**config.mk**
```make
export PLATFORM = sky130hd
export DESIGN_NAME = render_chain_source
export DESIGN_NICKNAME = d
export VERILOG_FILES = /design/src/rtl/render_pkg.sv /design/src/rtl/render_chain_source_cmd_fifo.sv /design/src/rtl/render_chain_source.sv
export SDC_FILE = /design/constraint.sdc
export NUM_CORES = 1
export LEC_CHECK = 0
export BUFFER_PORTS_ARGS = -buffer_cell sky130_fd_sc_hd__clkbuf_2
export CAP_MARGIN = 20
export CORE_ASPECT_RATIO = 2
export CORE_MARGIN = 2
export CORE_UTILIZATION = 40
export DETAILED_ROUTE_END_ITERATION = 12
export PLACE_DENSITY = 0.67
export SETUP_SLACK_MARGIN = 0.15
export SLEW_MARGIN = 20
export SYNTH_ARGS = -nofsm -noshare
export SYNTH_HDL_FRONTEND = slang
export SYNTH_SLANG_ARGS = --single-unit
export TNS_END_PERCENT = 30
```
**constraint.sdc**
```tcl
create_clock -name clk -period 4.5 [get_ports clk]
set_clock_uncertainty 0.15 [all_clocks]
set_input_delay 0.225 -clock clk [delete_from_list [all_inputs] [get_ports clk]]
set_output_delay 0.225 -clock clk [all_outputs]
set_load 0.02 [all_outputs]
```
**src/rtl/render_pkg.sv**
```systemverilog
// Shared widths, command record and register IDs for the rect_renderer chain.
package render_pkg;

    localparam int X_W    = 11;
    localparam int Y_W    = 12;
    localparam int DATA_W = 12;
    localparam int CMD_W  = X_W + Y_W + DATA_W;

    // Register IDs carried in y on program beats; rect_renderer decodes the same values.
    localparam logic [Y_W-1:0] REG_X     = 12'd0;
    localparam logic [Y_W-1:0] REG_Y     = 12'd1;
    localparam logic [Y_W-1:0] REG_W     = 12'd2;
    localparam logic [Y_W-1:0] REG_H     = 12'd3;
    localparam logic [Y_W-1:0] REG_COLOR = 12'd4;

    typedef struct packed {
        logic [X_W-1:0]    stage;
        logic [Y_W-1:0]    reg_id;
        logic [DATA_W-1:0] data;
    } cmd_t;

endpackage

```
**src/rtl/render_chain_source_cmd_fifo.sv**
```systemverilog
// Synchronous FIFO for host commands; head is visible combinationally from storage.
// Latency: a push is visible at head the cycle after; full/empty are derived from registered pointers.
// Backpressure: push ignored when full, pop ignored when empty.
module cmd_fifo #(
    parameter int WIDTH = 35,
    parameter int DEPTH = 8
) (
    input  logic             clk,
    input  logic             rst_n,
    input  logic             push,
    input  logic [WIDTH-1:0] push_dat,
    input  logic             pop,
    output logic             full,
    output logic             empty,
    output logic [WIDTH-1:0] head
);

    localparam int AW = $clog2(DEPTH);

    logic [WIDTH-1:0] mem [DEPTH];
    logic [AW:0]      wr_ptr;
    logic [AW:0]      rd_ptr;
    logic             do_push;
    logic             do_pop;

    assign do_push = push && !full;
    assign do_pop  = pop && !empty;

    // Extra MSB on each pointer separates full from empty when the indices match.
    assign empty = (wr_ptr == rd_ptr);
    assign full  = (wr_ptr[AW] != rd_ptr[AW]) && (wr_ptr[AW-1:0] == rd_ptr[AW-1:0]);
    assign head  = mem[rd_ptr[AW-1:0]];

    always_ff @(posedge clk) begin
        if (!rst_n) begin
            wr_ptr <= '0;
            rd_ptr <= '0;
        end else begin
            if (do_push) wr_ptr <= wr_ptr + 1'b1;
            if (do_pop)  rd_ptr <= rd_ptr + 1'b1;
        end
    end

    always_ff @(posedge clk) begin
        if (do_push) mem[wr_ptr[AW-1:0]] <= push_dat;
    end

endmodule

```
**src/rtl/render_chain_source.sv**
```systemverilog
// Raster scan source for the renderer chain; splices queued programming commands into vertical blanking.
// Latency: one registered cycle from scan counters to outputs; scan never stalls.
// Backpressure: cmd_ready drops while the command queue is full (and during reset).
module render_chain_source
    import render_pkg::*;
#(
    parameter int                H_ACTIVE   = 640,
    parameter int                H_TOTAL    = 800,
    parameter int                V_ACTIVE   = 480,
    parameter int                V_TOTAL    = 525,
    parameter logic [DATA_W-1:0] BG_COLOR   = 12'h000,
    parameter int                FIFO_DEPTH = 8
) (
    input  logic              clk,
    input  logic              rst_n,
    input  logic              cmd_valid,
    output logic              cmd_ready,
    input  logic [X_W-1:0]    cmd_stage,
    input  logic [Y_W-1:0]    cmd_reg,
    input  logic [DATA_W-1:0] cmd_data,
    output logic              program_out,
    output logic [X_W-1:0]    x_out,
    output logic [Y_W-1:0]    y_out,
    output logic [DATA_W-1:0] data_out,
    output logic              frame_start
);

    // Injection at v=0 would break the frame_start guarantee, so V_ACTIVE must be at least 1.
    if (H_ACTIVE > H_TOTAL || H_TOTAL > 2048 || V_ACTIVE < 1 || V_ACTIVE >= V_TOTAL ||
        V_TOTAL > 4096 || FIFO_DEPTH < 2 || (FIFO_DEPTH & (FIFO_DEPTH - 1)) != 0) begin : g_bad_params
        $error("render_chain_source: illegal parameter set");
    end

    logic [X_W-1:0] hcnt;
    logic [Y_W-1:0] vcnt;
    logic           h_last;
    logic           v_last;
    logic           in_vblank;
    logic           inject;
    logic           ready_en;
    logic           fifo_full;
    logic           fifo_empty;
    logic           push;
    cmd_t           cmd_in;
    cmd_t           cmd_head;

    assign h_last    = (hcnt == X_W'(H_TOTAL - 1));
    assign v_last    = (vcnt == Y_W'(V_TOTAL - 1));
    assign in_vblank = (vcnt >= Y_W'(V_ACTIVE));
    assign inject    = in_vblank && !fifo_empty;

    // ready_en keeps cmd_ready low while in reset and for the reset cycle itself.
    assign cmd_ready = ready_en && !fifo_full;
    assign push      = cmd_valid && cmd_ready;
    assign cmd_in    = '{stage: cmd_stage, reg_id: cmd_reg, data: cmd_data};

    cmd_fifo #(
        .WIDTH (CMD_W),
        .DEPTH (FIFO_DEPTH)
    ) u_cmd_fifo (
        .clk      (clk),
        .rst_n    (rst_n),
        .push     (push),
        .push_dat (cmd_in),
        .pop      (inject),
        .full     (fifo_full),
        .empty    (fifo_empty),
        .head     (cmd_head)
    );

    always_ff @(posedge clk) begin
        if (!rst_n) begin
            hcnt     <= '0;
            vcnt     <= '0;
            ready_en <= 1'b0;
        end else begin
            ready_en <= 1'b1;
            if (h_last) begin
                hcnt <= '0;
                vcnt <= v_last ? '0 : vcnt + 1'b1;
            end else begin
                hcnt <= hcnt + 1'b1;
            end
        end
    end

    always_ff @(posedge clk) begin
        if (!rst_n) begin
            program_out <= 1'b0;
            x_out       <= '0;
            y_out       <= '0;
            data_out    <= BG_COLOR;
            frame_start <= 1'b0;
        end else if (inject) begin
            program_out <= 1'b1;
            x_out       <= cmd_head.stage;
            y_out       <= cmd_head.reg_id;
            data_out    <= cmd_head.data;
            frame_start <= 1'b0;
        end else begin
            program_out <= 1'b0;
            x_out       <= hcnt;
            y_out       <= vcnt;
            data_out    <= BG_COLOR;
            frame_start <= (hcnt == '0) && (vcnt == '0);
        end
    end

endmodule

```
== Word level (Yosys, flattened, before mapping) ==
Memories as Yosys holds them, arrays and structs flattened. A register that Yosys moved wholly into a read port is not among the register bits.
Index checks and enable logic that the tools add are counted.
Word-level totals
  logic and storage cells: 45
  bits in writable memories: 280
  latch bits: 0
  memories kept: 1
  register bits after elaboration: 69
  input bits: 38
  output and inout port bits: 38
  ROM bits: 0
Operators by class
  add/subtract/negate cells: 4
  shift operators: 0
  equality and inequality tests: 5
  multiply operators: 0
  mux-type cells: 9
  reductions and logical operators: 14
  magnitude comparators: 1
  divide/modulo/power cells: 0
  bitwise logic cells: 1
Memories
  u_cmd_fifo.mem: depth 8, width 35, read ports 1, clocked after memory_dff 1, wr ports 1, line render_chain_source_cmd_fifo.sv:20  | logic [WIDTH-1:0] mem [DEPTH];
Operators by type and width (count)
  $mux 12: 2
  $add 12x1->12 const B: 1
  $eq 12x10->1 const B: 1
  $ge 12x9->1 const B: 1
  $logic_not 12->1: 1
  $add 11x1->11 const B: 1
  $eq 11x10->1 const B: 1
  $logic_not 11->1: 1
  $mux 11: 1
  $add 4x1->4 const B: 2
  $logic_and 1x1->1: 7
  $mux 3: 2
  $eq 4x4->1: 1
  $mux 1: 4
  $reduce_or 2->1: 2
  $eq 3x3->1: 1
  $logic_not 1->1: 2
  $reduce_and 2->1: 1
  $ne 1x1->1: 1
  $not 1->1: 1

== Depth between registers and ports, before layout ==
Gate-level depths: netlist (run 1).
  depth in word-level cells: 8
  mapped depth: 7
  gate-level depth less buffers: 6

== By module ==
From an unflattened synthesis (run 1), not the netlist that was laid out.
Second synthesis, totals
  cells, all modules: 763
  area, all modules: 13830.8 sq um
By module, submodules not included
  cmd_fifo: cells each 488, area an instance 11428.5 sq um, times used 1
  render_chain_source: cells each 275, area an instance 2402.3 sq um, times used 1

== Worst setup path after synthesis (run 1) ==
No wires, ideal clock.
  path type: reg2reg
  from: register u_cmd_fifo.wr_ptr[0]
  to: memory u_cmd_fifo.mem[0][0], enable pin
  stages on the path, launching flop included: 6
  data required time: 3.879 ns
  arrival time: 3.676 ns
  slack: 0.203 ns
  path buffers: 1
  cells stage by stage: dfxtp_1 > clkbuf_1 > xor2_1 > o41a_1 > nand2b_1 > nor3_1
Between the ends
  word-level cells in the longest chain between the ends: 8
RTL lines
  from (decl): line render_chain_source_cmd_fifo.sv:21  | logic [AW:0] wr_ptr;
  from (signal assigned): line render_chain_source_cmd_fifo.sv:39  | if (do_push) wr_ptr <= wr_ptr + 1'b1;
  $eq 3x3->1: line render_chain_source_cmd_fifo.sv:31  | assign full = (wr_ptr[AW] != rd_ptr[AW]) && (wr_ptr[AW-1:0] == rd_ptr[AW-1:0]);
  $logic_and 1x1->1: line render_chain_source_cmd_fifo.sv:31
  $logic_not 1->1: line render_chain_source_cmd_fifo.sv:26, render_chain_source.sv:53
  $logic_and 1x1->1: line render_chain_source.sv:53  | assign cmd_ready = ready_en && !fifo_full;
  $logic_and 1x1->1: line render_chain_source.sv:54  | assign push = cmd_valid && cmd_ready;
  $logic_and 1x1->1: line render_chain_source_cmd_fifo.sv:26  | assign do_push = push && !full;
  $mux 1: line render_chain_source_cmd_fifo.sv:45  | if (do_push) mem[wr_ptr[AW-1:0]] <= push_dat;
  $mux 1 (not written as such): line render_chain_source_cmd_fifo.sv:45
  to (decl): line render_chain_source_cmd_fifo.sv:20
Several ways; a longest one is shown, not always the timed one.

== Worst setup path in the final report (run 1) ==
  from: register u_cmd_fifo.wr_ptr[0]
  to: memory u_cmd_fifo.mem[1][34], enable pin
The elaborated chain is that of the path after synthesis.

==> flow_summary_export.csv, run 1 <==
group,metric,value,unit
outcome,outcome,"complete, no violations",
synthesis,netlist_top_cells_count,"sky130_fd_sc_hd__edfxtp_1, sky130_fd_sc_hd__dfxtp_1, sky130_fd_sc_hd__mux4_2",
min_path,hold_depth,5,
synthesis,synth_ff_type,"sky130_fd_sc_hd__edfxtp_1",
power_and_ir_drop,vdd.ir_drop.worst,0.2651,mV
die,chipWidth,132.6,µm
clock_tree,clock_insertion_delay_worst_skew,0.55,ns
timing,setup_tns,0,ns
synthesis,number_of_enable_type_register_cells_in_the_synthesized_netlist,280,
clock_tree,cts.clk_slew.worst_paths,0.07,ns
drt,detail-route-antenna-nets,0,
drt,vias_per_cell,5.260,
clock_tree,clock_sink_count,352,
final_layout,final_cell_area,15490,µm²
synthesis,netlist.top_cell.by_area,"sky130_fd_sc_hd__edfxtp_1",
timing,slew_headroom,32.95,%
final_layout,filler_cell_count,2814,
critical_path,internal_reg_to_reg_setup_slack,1.52,ns
timing,max_freq,335.8,MHz
placement,finalWeightedCongestion,0.7915,
power_and_ir_drop,total_leakage_power,4.959,nW
final_layout,layout-drive-gt1-share,26.80,%
clock_tree,tritoncts,"done",
drt,number_of_drc_violations_after_detailed_routing_iteration_0,411,
timing,final_max_slew_viols,0,
placement,hpwlAfterDp,16480,µm
synthesis,synth_unique_cells,41,
drt,routed-via-count,6649,
global_routing,global_route.usage.met1,17.33,%
clock_tree,htree_num_levels,1,
die,rows,94,
synthesis,synth.top_cells.by_area,"sky130_fd_sc_hd__edfxtp_1, sky130_fd_sc_hd__mux4_2, sky130_fd_sc_hd__dfxtp_1",
final_layout,antennaDiodeCount,0,
power_and_ir_drop,design_power_total,6.249,mW
drt,routedWlPerCell,21.29,µm
final_layout,layout-area-overhead-vs-synth,17.06,%
final_layout,multiInputGateArea,3237,µm²
placement,dpl_cell_area,14170,µm²
synthesis,synth_most_common_cell,"sky130_fd_sc_hd__edfxtp_1",
critical_path,rr_endpoint,"u_cmd_fifo.mem[1][34]$_DFFE_PP_",
placement,place.port_buffers,75,
global_routing,grt_antenna_before_repair,0,
final_layout,finalNetCount,854,
synthesis,area_of_the_mapped_netlist,13230,µm²
die,die_area,34640,µm²
global_routing,grt_util_met2,30.18,%
synthesis,number_of_synthesized_register_bits,352,
min_path,hp-start,"cmd_valid",
drt,drt_pass1_iterations,4,
critical_path,worstSetupPathType,"reg2reg",
placement,inst_count_dp,1176,
die,fp.dieH,261.2,µm
power_and_ir_drop,pwr_density_cell,403.4,nW/µm²
critical_path,crit_path_end_kind,"flip-flop",
job,drv_cap,0,
critical_path,critPathLaunch,"u_cmd_fifo.wr_ptr[0]$_SDFFE_PN0P_",
clock_tree,cts-buffers-inserted,28,
timing,setup_repair_after_global_routing_missed_its_margin,"false",
global_routing,grt_max_degree,48,
clock_tree,cts_root_buffer,"sky130_fd_sc_hd__clkbuf_16",
global_routing,first_global_vias,7043,
timing,period_needed,2.978,ns
critical_path,arrival_time_at_the_worst_endpoint,3.07,ns
synthesis,synthArstFlopShare,0,%
timing,tightest_slew,1.006,ns
drt,detail_route.drc_violations,0,
global_routing,most_used_layer_global_route,"met2",
timing,finalHoldViolations,0,
timing,timing.final.setup_violations,0,
global_routing,grt_pass1_wl,41120,µm
drt,routed_wirelength,26910,µm
final_layout,stdcell_count,1264,
synthesis,syn-num-nets,740,
final_layout,seq_area,9858,µm²
die,io_pins,76,
critical_path,regToRegStartpoint,"u_cmd_fifo.wr_ptr[0]$_SDFFE_PN0P_",
synthesis,synthDominantCellAreaShare,63.53,%
critical_path,ff2ff_path_depth,5,
synthesis,yosysWarnings,0,
die,floorplan.initialDensity,40.48,%
die,fp.coreArea,32700,µm²
global_routing,grt_remaining_overflow,0,
clock_tree,max-clock-path-buffers,3,
global_routing,grtUsageTotal,15.61,%
min_path,min_to,"u_cmd_fifo.wr_ptr[0]$_SDFFE_PN0P_",
synthesis,synth_cells,696,
synthesis,synthesized_area_per_cell,19.01,µm²
synthesis,portion_of_the_post_synthesis_area_used_by_sequential_elements,74.43,%
min_path,hp-class,"in2reg",
critical_path,required,4.59,ns
critical_path,worst_setup_path_start_kind,"flip-flop",
global_routing,global_route.usage.met3,1.974,%
timing,final_min_period_over_clock_period,66.18,%
critical_path,maximum_net_fanout_on_the_critical_path,20,
-- per-layer routing --
layer  vias up  routed length, µm
met5         -                  0
met4         0                763
met3        43                958
met2       156              15150
met1      3455              10040
li1       2995                  -
-- how the worst max path moves through the flow --
stage                                                  to  slack, ns  depth (start not counted)
after floorplan            u_cmd_fifo.mem[0][0]$_DFFE_PP_       0.20                          5
after global placement    u_cmd_fifo.mem[1][30]$_DFFE_PP_       1.61                          5
after detailed placement  u_cmd_fifo.mem[1][27]$_DFFE_PP_       1.50                          5
after CTS                 u_cmd_fifo.mem[1][20]$_DFFE_PP_       1.48                          5
after global routing      u_cmd_fifo.mem[1][20]$_DFFE_PP_       1.35                          5
final                     u_cmd_fifo.mem[1][34]$_DFFE_PP_       1.52                          5
-- logic make-up after synthesis --
| logic type | synth area share [%] |
|---|---|
| AO/OA/AOI/OAI | 2.505 |
| buffers and inverters | 1.484 |
| multiplexers | 15.25 |
| AND/OR/NAND/NOR | 4.510 |
| adder cells (fa/ha/maj) | 0.5673 |
| flip-flops | 74.43 |
| XOR/XNOR | 1.257 |
-- sequential cells by signal, indices dropped and copies added, names as in the netlist, named ones only --
register / flops
u_cmd_fifo.rd_ptr: 4
y_out: 12
ready_en: 1
hcnt: 11
vcnt: 12
program_out: 1
u_cmd_fifo.wr_ptr: 4
frame_start: 1
data_out: 12
x_out: 11
u_cmd_fifo.mem: 280
-- final cells by class --
cell class | instances | share of cell area (%)
clock inverter | 11 | 0.6785
inverter | 9 | 0.2181
clock buffer | 41 | 5.508
tap | 432 | 3.489
sequential | 352 | 63.64
timing repair buffer | 123 | 5.573
multi-input combinational | 296 | 20.89
-- power breakdown --
group,total [mW],internal (mW),switching (mW)
logic,0.173,0.0697,0.103
clock network,2.53,1.41,1.12
registers,3.55,3.54,0.0131
total,6.25,5.02,1.23
-- placed cells by master, fill, tap and decap left out, types with 4 or more instances in the layout --
cell type,instances
sky130_fd_sc_hd__a21oi_1,6
sky130_fd_sc_hd__buf_4,9
sky130_fd_sc_hd__clkbuf_1,6
sky130_fd_sc_hd__clkbuf_16,31
sky130_fd_sc_hd__clkbuf_2,75
sky130_fd_sc_hd__clkbuf_8,4
sky130_fd_sc_hd__dfxtp_1,69
sky130_fd_sc_hd__dlygate4sd3_1,36
sky130_fd_sc_hd__edfxtp_1,280
sky130_fd_sc_hd__ha_1,6
sky130_fd_sc_hd__inv_1,8
sky130_fd_sc_hd__mux2i_1,43
sky130_fd_sc_hd__mux4_2,70
sky130_fd_sc_hd__nand2_1,16
sky130_fd_sc_hd__nand2b_1,7
sky130_fd_sc_hd__nand3_1,12
sky130_fd_sc_hd__nand4_1,8
sky130_fd_sc_hd__nor2_1,32
sky130_fd_sc_hd__nor2_4,5
sky130_fd_sc_hd__nor4_1,7
sky130_fd_sc_hd__o21ai_0,8
sky130_fd_sc_hd__o2bb2ai_1,22
sky130_fd_sc_hd__or3_1,7
sky130_fd_sc_hd__xnor2_1,12
sky130_fd_sc_hd__xor2_1,7
-- timing repair --
| action | CTS | global route |
|---|---|---|
| buffers inserted | 0 | 0 |
| hold endpoints to repair | 281 | 0 |
| hold buffers | 36 | 0 |
| resized for setup | 0 | 0 |
-- per-stage QoR --
step | hold WS [ns] | util (%) | worst slack, ns
after CTS | 0.2308 | 47.38 | 1.482
after detailed placement | 0.3290 | 43.35 | 1.505
after global routing | 0.2663 | 47.38 | 1.352
after global placement | 0.3183 | 43.34 | 1.607
final | 0.2449 | 47.38 | 1.522
after floorplan | 0.1027 | - | 0.2030
-- critical path, cell delays in order (launching register included) --
cell and delay, ns:
sky130_fd_sc_hd__dfxtp_1 0.54, sky130_fd_sc_hd__xor2_1 0.31, sky130_fd_sc_hd__o41a_1 0.35, sky130_fd_sc_hd__nand2b_1 0.27
sky130_fd_sc_hd__nor2_4 0.64, sky130_fd_sc_hd__buf_4 0.39
Power figures use the tool's default switching activity.
==> inputs of run 2 (changes only) <==
Settings changed: ABC_AREA set to 1, PLACE_DENSITY 0.67 to 0.65.
Clock period 4.5 ns to 3 ns, I/O delays scaled along.
==> run 2 against run 1 <==
  * Combinational power increased by 52%
  * Final area increased by 3.2%
  * Die area increased by 4.1%
  * Clock-buffer cell count decreased by 10
  * Critical endpoint is now u_cmd_fifo.mem[4][19]$_DFFE_PP_
==> flow_summary_export.csv, run 2 <==
group,metric,value,unit
die,rows,96,
timing,timing.final.setup_violations,0,
synthesis,area_of_the_mapped_netlist,13790,µm²
placement,dp_slack,0.7214,ns
synthesis,synthArstFlopShare,0,%
global_routing,global_route.usage.met1,19.14,%
synthesis,syn-num-nets,1229,
power_and_ir_drop,pwr_density_cell,585.9,nW/µm²
synthesis,portion_of_the_post_synthesis_area_used_by_sequential_elements,71.41,%
critical_path,worst_path_dominant_cell_family,"simple AND/OR/NAND/NOR gates",
synthesis,synth_cells,1185,
global_routing,global_route.usage.met3,2.089,%
final_layout,largest_register_ffs,280,
critical_path,regToRegStartpoint,"u_cmd_fifo.wr_ptr[2]$_SDFFE_PN0P_",
global_routing,grtUsageTotal,17.71,%
timing,slew_headroom,49.04,%
final_layout,antennaDiodeCount,0,
die,fp.dieH,266.6,µm
critical_path,rr_endpoint,"u_cmd_fifo.mem[4][19]$_DFFE_PP_",
job,drv_cap,0,
critical_path,timing.critical_path.buf_inv,3,
critical_path,worstSetupPathType,"reg2reg",
drt,detail-route-antenna-nets,0,
critical_path,arrival_time_at_the_worst_endpoint,2.37,ns
synthesis,netlist_top_cells_count,"sky130_fd_sc_hd__edfxtp_1, sky130_fd_sc_hd__nand2_1, sky130_fd_sc_hd__nor2_1",
global_routing,first_global_vias,9231,
placement,inst_count_dp,1656,
clock_tree,tritoncts,"done",
critical_path,cp_slowest_stage_delay,0.46,ns
timing,tightest_slew,0.7644,ns
critical_path,worst_setup_path_start_kind,"flip-flop",
die,die_area,36070,µm²
placement,hpwlAfterDp,19360,µm
outcome,outcome,"complete, no violations",
timing,max_freq,436.8,MHz
critical_path,maximum_net_fanout_on_the_critical_path,20,
drt,routed-via-count,9186,
placement,place.port_buffers,75,
synthesis,synth_ff_type,"sky130_fd_sc_hd__edfxtp_1",
global_routing,grt_antenna_before_repair,0,
synthesis,netlist.top_cell.by_area,"sky130_fd_sc_hd__edfxtp_1",
critical_path,ff2ff_path_depth,9,
die,floorplan.initialDensity,40.43,%
final_layout,filler_cell_count,3079,
clock_tree,max-clock-path-buffers,3,
clock_tree,htree_num_levels,1,
drt,routed_wirelength,31900,µm
global_routing,grt_util_met2,33.46,%
synthesis,synthesized_area_per_cell,11.64,µm²
final_layout,layout-drive-gt1-share,13.55,%
drt,drt_pass1_iterations,5,
global_routing,grt_pass1_wl,49230,µm
critical_path,required,3.08,ns
global_routing,grt_remaining_overflow,0,
drt,detail_route.drc_violations,0,
die,io_pins,76,
critical_path,cp_slowest_cell,"sky130_fd_sc_hd__dfxtp_1",
die,fp.coreArea,34110,µm²
synthesis,number_of_enable_type_register_cells_in_the_synthesized_netlist,280,
clock_tree,clock_sink_count,352,
synthesis,number_of_synthesized_register_bits,352,
final_layout,finalNetCount,1327,
final_layout,layout-area-overhead-vs-synth,15.94,%
timing,setup_slack,0.7109,ns
global_routing,most_used_layer_global_route,"met2",
min_path,min_to,"u_cmd_fifo.mem[7][4]$_DFFE_PP_",
clock_tree,cts_root_buffer,"sky130_fd_sc_hd__clkbuf_16",
min_path,hp-start,"cmd_data[4]",
critical_path,crit_path_end_kind,"flip-flop",
timing,setup_tns,0,ns
clock_tree,cts-buffers-inserted,29,
clock_tree,cts.clk_slew.worst_paths,0.07,ns
synthesis,synth.top_cells.by_area,"sky130_fd_sc_hd__edfxtp_1, sky130_fd_sc_hd__dfxtp_1, sky130_fd_sc_hd__nand2_1",
drt,number_of_drc_violations_after_detailed_routing_iteration_0,627,
critical_path,path_cells,"inv_2 -> nand2_2 -> nand2_1 -> nand4_1 -> nand2_1 -> inv_2 -> nand3_1 -> nor2_4 -> buf_4",
drt,vias_per_cell,5.258,
global_routing,grt_max_degree,141,
synthesis,synth_most_common_cell,"sky130_fd_sc_hd__edfxtp_1",
clock_tree,clock_insertion_delay_worst_skew,0.57,ns
synthesis,synth_unique_cells,35,
final_layout,layout.cells.most_common,"sky130_fd_sc_hd__edfxtp_1",
final_layout,stdcell_count,1747,
final_layout,layout_common_cells,"sky130_fd_sc_hd__edfxtp_1, sky130_fd_sc_hd__nand2_1, sky130_fd_sc_hd__nor2_1, sky130_fd_sc_hd__o21ai_0, sky130_fd_sc_hd__clkbuf_2",
timing,finalHoldViolations,0,
timing,final_max_slew_viols,0,
die,chipWidth,135.3,µm
synthesis,synthDominantCellAreaShare,60.96,%
min_path,hp-class,"in2reg",
drt,routedWlPerCell,18.26,µm
placement,finalWeightedCongestion,0.8732,
timing,final_min_period_over_clock_period,76.30,%
timing,period_needed,2.289,ns
min_path,hold_depth,2,
power_and_ir_drop,total_leakage_power,5.732,nW
timing,setup_repair_after_global_routing_missed_its_margin,"false",
power_and_ir_drop,vdd.ir_drop.worst,0.3993,mV
critical_path,internal_reg_to_reg_setup_slack,0.71,ns
synthesis,yosysWarnings,0,
critical_path,critPathLaunch,"u_cmd_fifo.wr_ptr[2]$_SDFFE_PN0P_",
run 2: cell families (layout without fill, tap and decap cells):
group / Yosys count / count (layout) / synth area share [%]
buf+inv: 104 / 225 / 3.819
compound gates: 244 / 244 / 9.607
simple gates: 466 / 466 / 13.79
fa+ha+maj: 6 / 6 / 0.5443
flops: 352 / 352 / 71.41
xor+xnor: 13 / 13 / 0.8256
run 2: area by class of cell:
class / instances / area [µm²] / area share (%)
inverters: 39 / 151.4 / 0.9468
repair buffers: 132 / 1008 / 6.307
clock buffers: 31 / 733.2 / 4.585
well taps: 441 / 551.8 / 3.451
flip-flops and latches: 352 / 9856 / 61.64
clock inverters: 23 / 214.0 / 1.338
multi-input cells: 729 / 3476 / 21.74
run 2: how the worst max path moves through the flow:
stage                                                 end  slack, ns  depth (start not counted)
after global placement     u_cmd_fifo.mem[4][9]$_DFFE_PP_       0.73                          9
after CTS                 u_cmd_fifo.mem[4][19]$_DFFE_PP_       0.70                          9
after global routing      u_cmd_fifo.mem[4][18]$_DFFE_PP_       0.50                          9
after detailed placement   u_cmd_fifo.mem[4][9]$_DFFE_PP_       0.72                          9
final                     u_cmd_fifo.mem[4][19]$_DFFE_PP_       0.71                          9
after floorplan            u_cmd_fifo.mem[0][0]$_DFFE_PP_      -0.12                          8
run 2: report_power, final:
| part | switching (mW) | internal (mW) | leakage [nW] |
|---|---|---|---|
| clock network | 1.72 | 2.05 | 0.460 |
| registers | 0.0185 | 5.31 | 3.11 |
| logic | 0.172 | 0.0910 | 2.16 |
run 2: repair_timing:
action,4_1_cts,5_1_grt
resized for setup,0,0
endpoints found under the setup margin,0,0
endpoints found under the hold margin,296,0
hold buffers,37,0
buffers inserted,0,0
run 2: per-stage QoR:
stage | instance area [µm²] | hold WS (ns) | power (mW) | utilization, %
2_1_floorplan | 13790 | 0.02772 | 5.533 | -
3_3_place_gp | 14670 | 0.2700 | 5.660 | 43.01
3_5_place_dp | 14670 | 0.2855 | 5.666 | 43.01
4_1_cts | 15990 | 0.2311 | 9.446 | 46.88
5_1_grt | 15990 | 0.2745 | 9.643 | 46.88
6_report | 15990 | 0.2513 | 9.369 | 46.88
run 2: routing by layer:
| layer | vias up | routed length, µm |
|---|---|---|
| met5 | - | 0 |
| met3 | 76 | 1307 |
| li1 | 4386 | - |
| met1 | 4457 | 11770 |
| met4 | 0 | 1316 |
| met2 | 267 | 17510 |
==> inputs of run 3 (changes only) <==
Settings changed: PLACE_DENSITY 0.65 to 0.67.
Clock period 3 ns to 1.9 ns, I/O delays scaled along.
==> run 3 against run 2 <==
  * Via count grew 4.2%
  * Fmax grew 16%
  * Register-to-register slack lost 0.78 ns
  * Hold slack lost 0.047 ns
  * Sequential share of layout area shrank 3.7 points
  * The flow now finishes with violations (negative setup slack)
==> flow_summary_export.csv, run 3 (synthesized netlist as in run 2, its figures left out) <==
group,metric,value,unit
global_routing,grt_pass1_wl,52410,µm
critical_path,maximum_net_fanout_on_the_critical_path,6,
final_layout,layout.cells.most_common,"sky130_fd_sc_hd__edfxtp_1",
global_routing,grt_remaining_overflow,0,
outcome,outcome,"finished, violations left",
drt,number_of_drc_violations_after_detailed_routing_iteration_0,778,
die,floorplan.initialDensity,40.43,%
clock_tree,cts-buffers-inserted,29,
clock_tree,cts_root_buffer,"sky130_fd_sc_hd__clkbuf_16",
power_and_ir_drop,share_of_total_power_consumed_by_net_switching,19.88,%
drt,routedWlPerCell,19.13,µm
timing,setup_slack,-0.07387,ns
placement,place.port_buffers,75,
clock_tree,htree_num_levels,1,
timing,slew_headroom,68.23,%
critical_path,internal_reg_to_reg_setup_slack,-0.07,ns
min_path,hp-class,"in2reg",
clock_tree,clock_insertion_delay_worst_skew,0.57,ns
global_routing,grt_antenna_before_repair,0,
timing,tightest_slew,0.4722,ns
drt,vias_per_cell,5.270,
placement,finalWeightedCongestion,0.8581,
critical_path,worst_setup_path_start_kind,"flip-flop",
drt,detail_route.drc_violations,0,
drt,wl_met1,12780,µm
power_and_ir_drop,p_switching,2.960,mW
drt,routed_wirelength,34740,µm
drt,drt_pass1_iterations,5,
critical_path,crit_path_end_kind,"flip-flop",
clock_tree,max-clock-path-buffers,3,
final_layout,layout-area-overhead-vs-synth,23.44,%
final_layout,finalNetCount,1397,
drt,detail-route-antenna-nets,0,
power_and_ir_drop,clockPowerShare,40.1,%
die,io_pins,76,
final_layout,layout_common_cells,"sky130_fd_sc_hd__edfxtp_1, sky130_fd_sc_hd__nand2_1, sky130_fd_sc_hd__nor2_1, sky130_fd_sc_hd__o21ai_0, sky130_fd_sc_hd__clkbuf_2",
timing,finalHoldViolations,0,
power_and_ir_drop,vdd.ir_drop.worst,0.6352,mV
critical_path,worstSetupPathType,"reg2reg",
global_routing,first_global_vias,9668,
final_layout,final_cell_area,17030,µm²
timing,final_min_period_over_clock_period,103.9,%
die,die_area,36070,µm²
final_layout,filler_cell_count,2942,
timing,hold-worst-slack,0.2047,ns
final_layout,largest_register_ffs,280,
timing,timing.final.setup_violations,151,
timing,setup_repair_after_global_routing_missed_its_margin,"true",
job,drv_cap,0,
die,fp.dieH,266.6,µm
clock_tree,tritoncts,"done",
drt,route.met2.wl,19380,µm
placement,hpwlAfterDp,21590,µm
final_layout,final_core_util,49.91,%
timing,period_needed,1.974,ns
global_routing,grt_max_degree,61,
power_and_ir_drop,cell_internal_pwr,11.93,mW
power_and_ir_drop,pwr-share-seq,56.6,%
clock_tree,clock_sink_count,352,
timing,final_max_slew_viols,0,
placement,dpl_cell_area,15200,µm²
drt,routed-via-count,9570,
final_layout,layout-drive-gt1-share,19.07,%
drt,route.top_layer_used,"met4",
power_and_ir_drop,combinationalPowerShare,3.3,%
clock_tree,cts.clk_slew.worst_paths,0.07,ns
die,rows,96,
outcome,violations,"negative setup slack",
die,fp.coreArea,34110,µm²
power_and_ir_drop,total_leakage_power,6.238,nW
die,chipWidth,135.3,µm
critical_path,arrival_time_at_the_worst_endpoint,2.10,ns
critical_path,required,2.02,ns
drt,dr_wl_met3,1638,µm
timing,max_freq,506.6,MHz
power_and_ir_drop,pwr_density_cell,874.3,nW/µm²
global_routing,grtUsageTotal,18.75,%
==> run 3: changes by cell type in the layout (fill, tap and decap cells not counted), sizes merged <==
cell	delta
buf	+64
clkbuf	+15
clkinv	-7
clkinvlp	-3
diode	+1
inv	-1
==> run 3: worst paths after layout <==
kind                                                         from                                 to  cells after the start
worst max-delay path            u_cmd_fifo.rd_ptr[3]$_SDFFE_PN0P_    u_cmd_fifo.mem[6][30]$_DFFE_PP_                     11
worst min-delay path                                  cmd_data[8]     u_cmd_fifo.mem[5][8]$_DFFE_PP_                      2
worst min register to register  u_cmd_fifo.rd_ptr[3]$_SDFFE_PN0P_  u_cmd_fifo.rd_ptr[3]$_SDFFE_PN0P_                      2
worst max register to register  u_cmd_fifo.rd_ptr[3]$_SDFFE_PN0P_    u_cmd_fifo.mem[6][30]$_DFFE_PP_                     11
==> run 3: power groups by stage <==
stage	registers, mW	logic, mW	clock network [mW]
2_1_floorplan	8.60	0.150	0
3_5_place_dp	8.59	0.386	0
3_3_place_gp	8.59	0.378	0
6_report	8.42	0.495	5.97
5_1_grt	8.42	0.541	6.38
4_1_cts	8.42	0.481	6.10
==> run 3: layer usage <==
layer / vias to the layer above / track usage, %
li1: 4525 / -
met2: 299 / 35.20
met5: - / 0
met4: 0 / 7.883
met1: 4691 / 21.26
met3: 55 / 2.013
==> run 3: metrics by stage <==
step,std cells,power (mW),TNS (ns),setup slack (ns)
floorplan,1185,8.746,-74.88,-0.3247
global placement,1704,8.964,0,0.03838
detailed placement,1704,8.974,0,0.02993
CTS,1804,15.00,-0.6479,-0.05682
global route,1815,15.34,-25.78,-0.1802
finish,1816,14.89,-4.689,-0.07387
==> run 3: area by class of cell <==
type	count	area, µm²	share of cell area [%]
antenna	1	2.502	0.01470
inverter	39	156.4	0.9186
timing repair buffer	202	1966	11.55
tap	441	551.8	3.241
multi-input combinational	729	3546	20.83
clock inverter	12	137.6	0.8084
clock buffer	40	797.0	4.681
sequential	352	9868	57.96
==> run 3: repair_timing <==
action	in CTS	in global routing
buffers inserted	8	5
resized for setup	28	28
hold buffers	37	0
endpoints found under the setup margin	281	328
pin swaps	7	9
gates cloned	3	6
endpoints found under the hold margin	295	0
==> run 3: worst max-delay path, stage by stage, from the launching register on <==
cell and delay (ns):
sky130_fd_sc_hd__dfxtp_2 0.36, sky130_fd_sc_hd__inv_2 0.05, sky130_fd_sc_hd__nand2_2 0.05, sky130_fd_sc_hd__nand2_2 0.07, sky130_fd_sc_hd__nand4_1 0.12, sky130_fd_sc_hd__nand2_1 0.08, sky130_fd_sc_hd__inv_2 0.08, sky130_fd_sc_hd__buf_6 0.10
sky130_fd_sc_hd__nand3_4 0.12, sky130_fd_sc_hd__nor2_4 0.17, sky130_fd_sc_hd__buf_12 0.15, sky130_fd_sc_hd__clkbuf_16 0.17
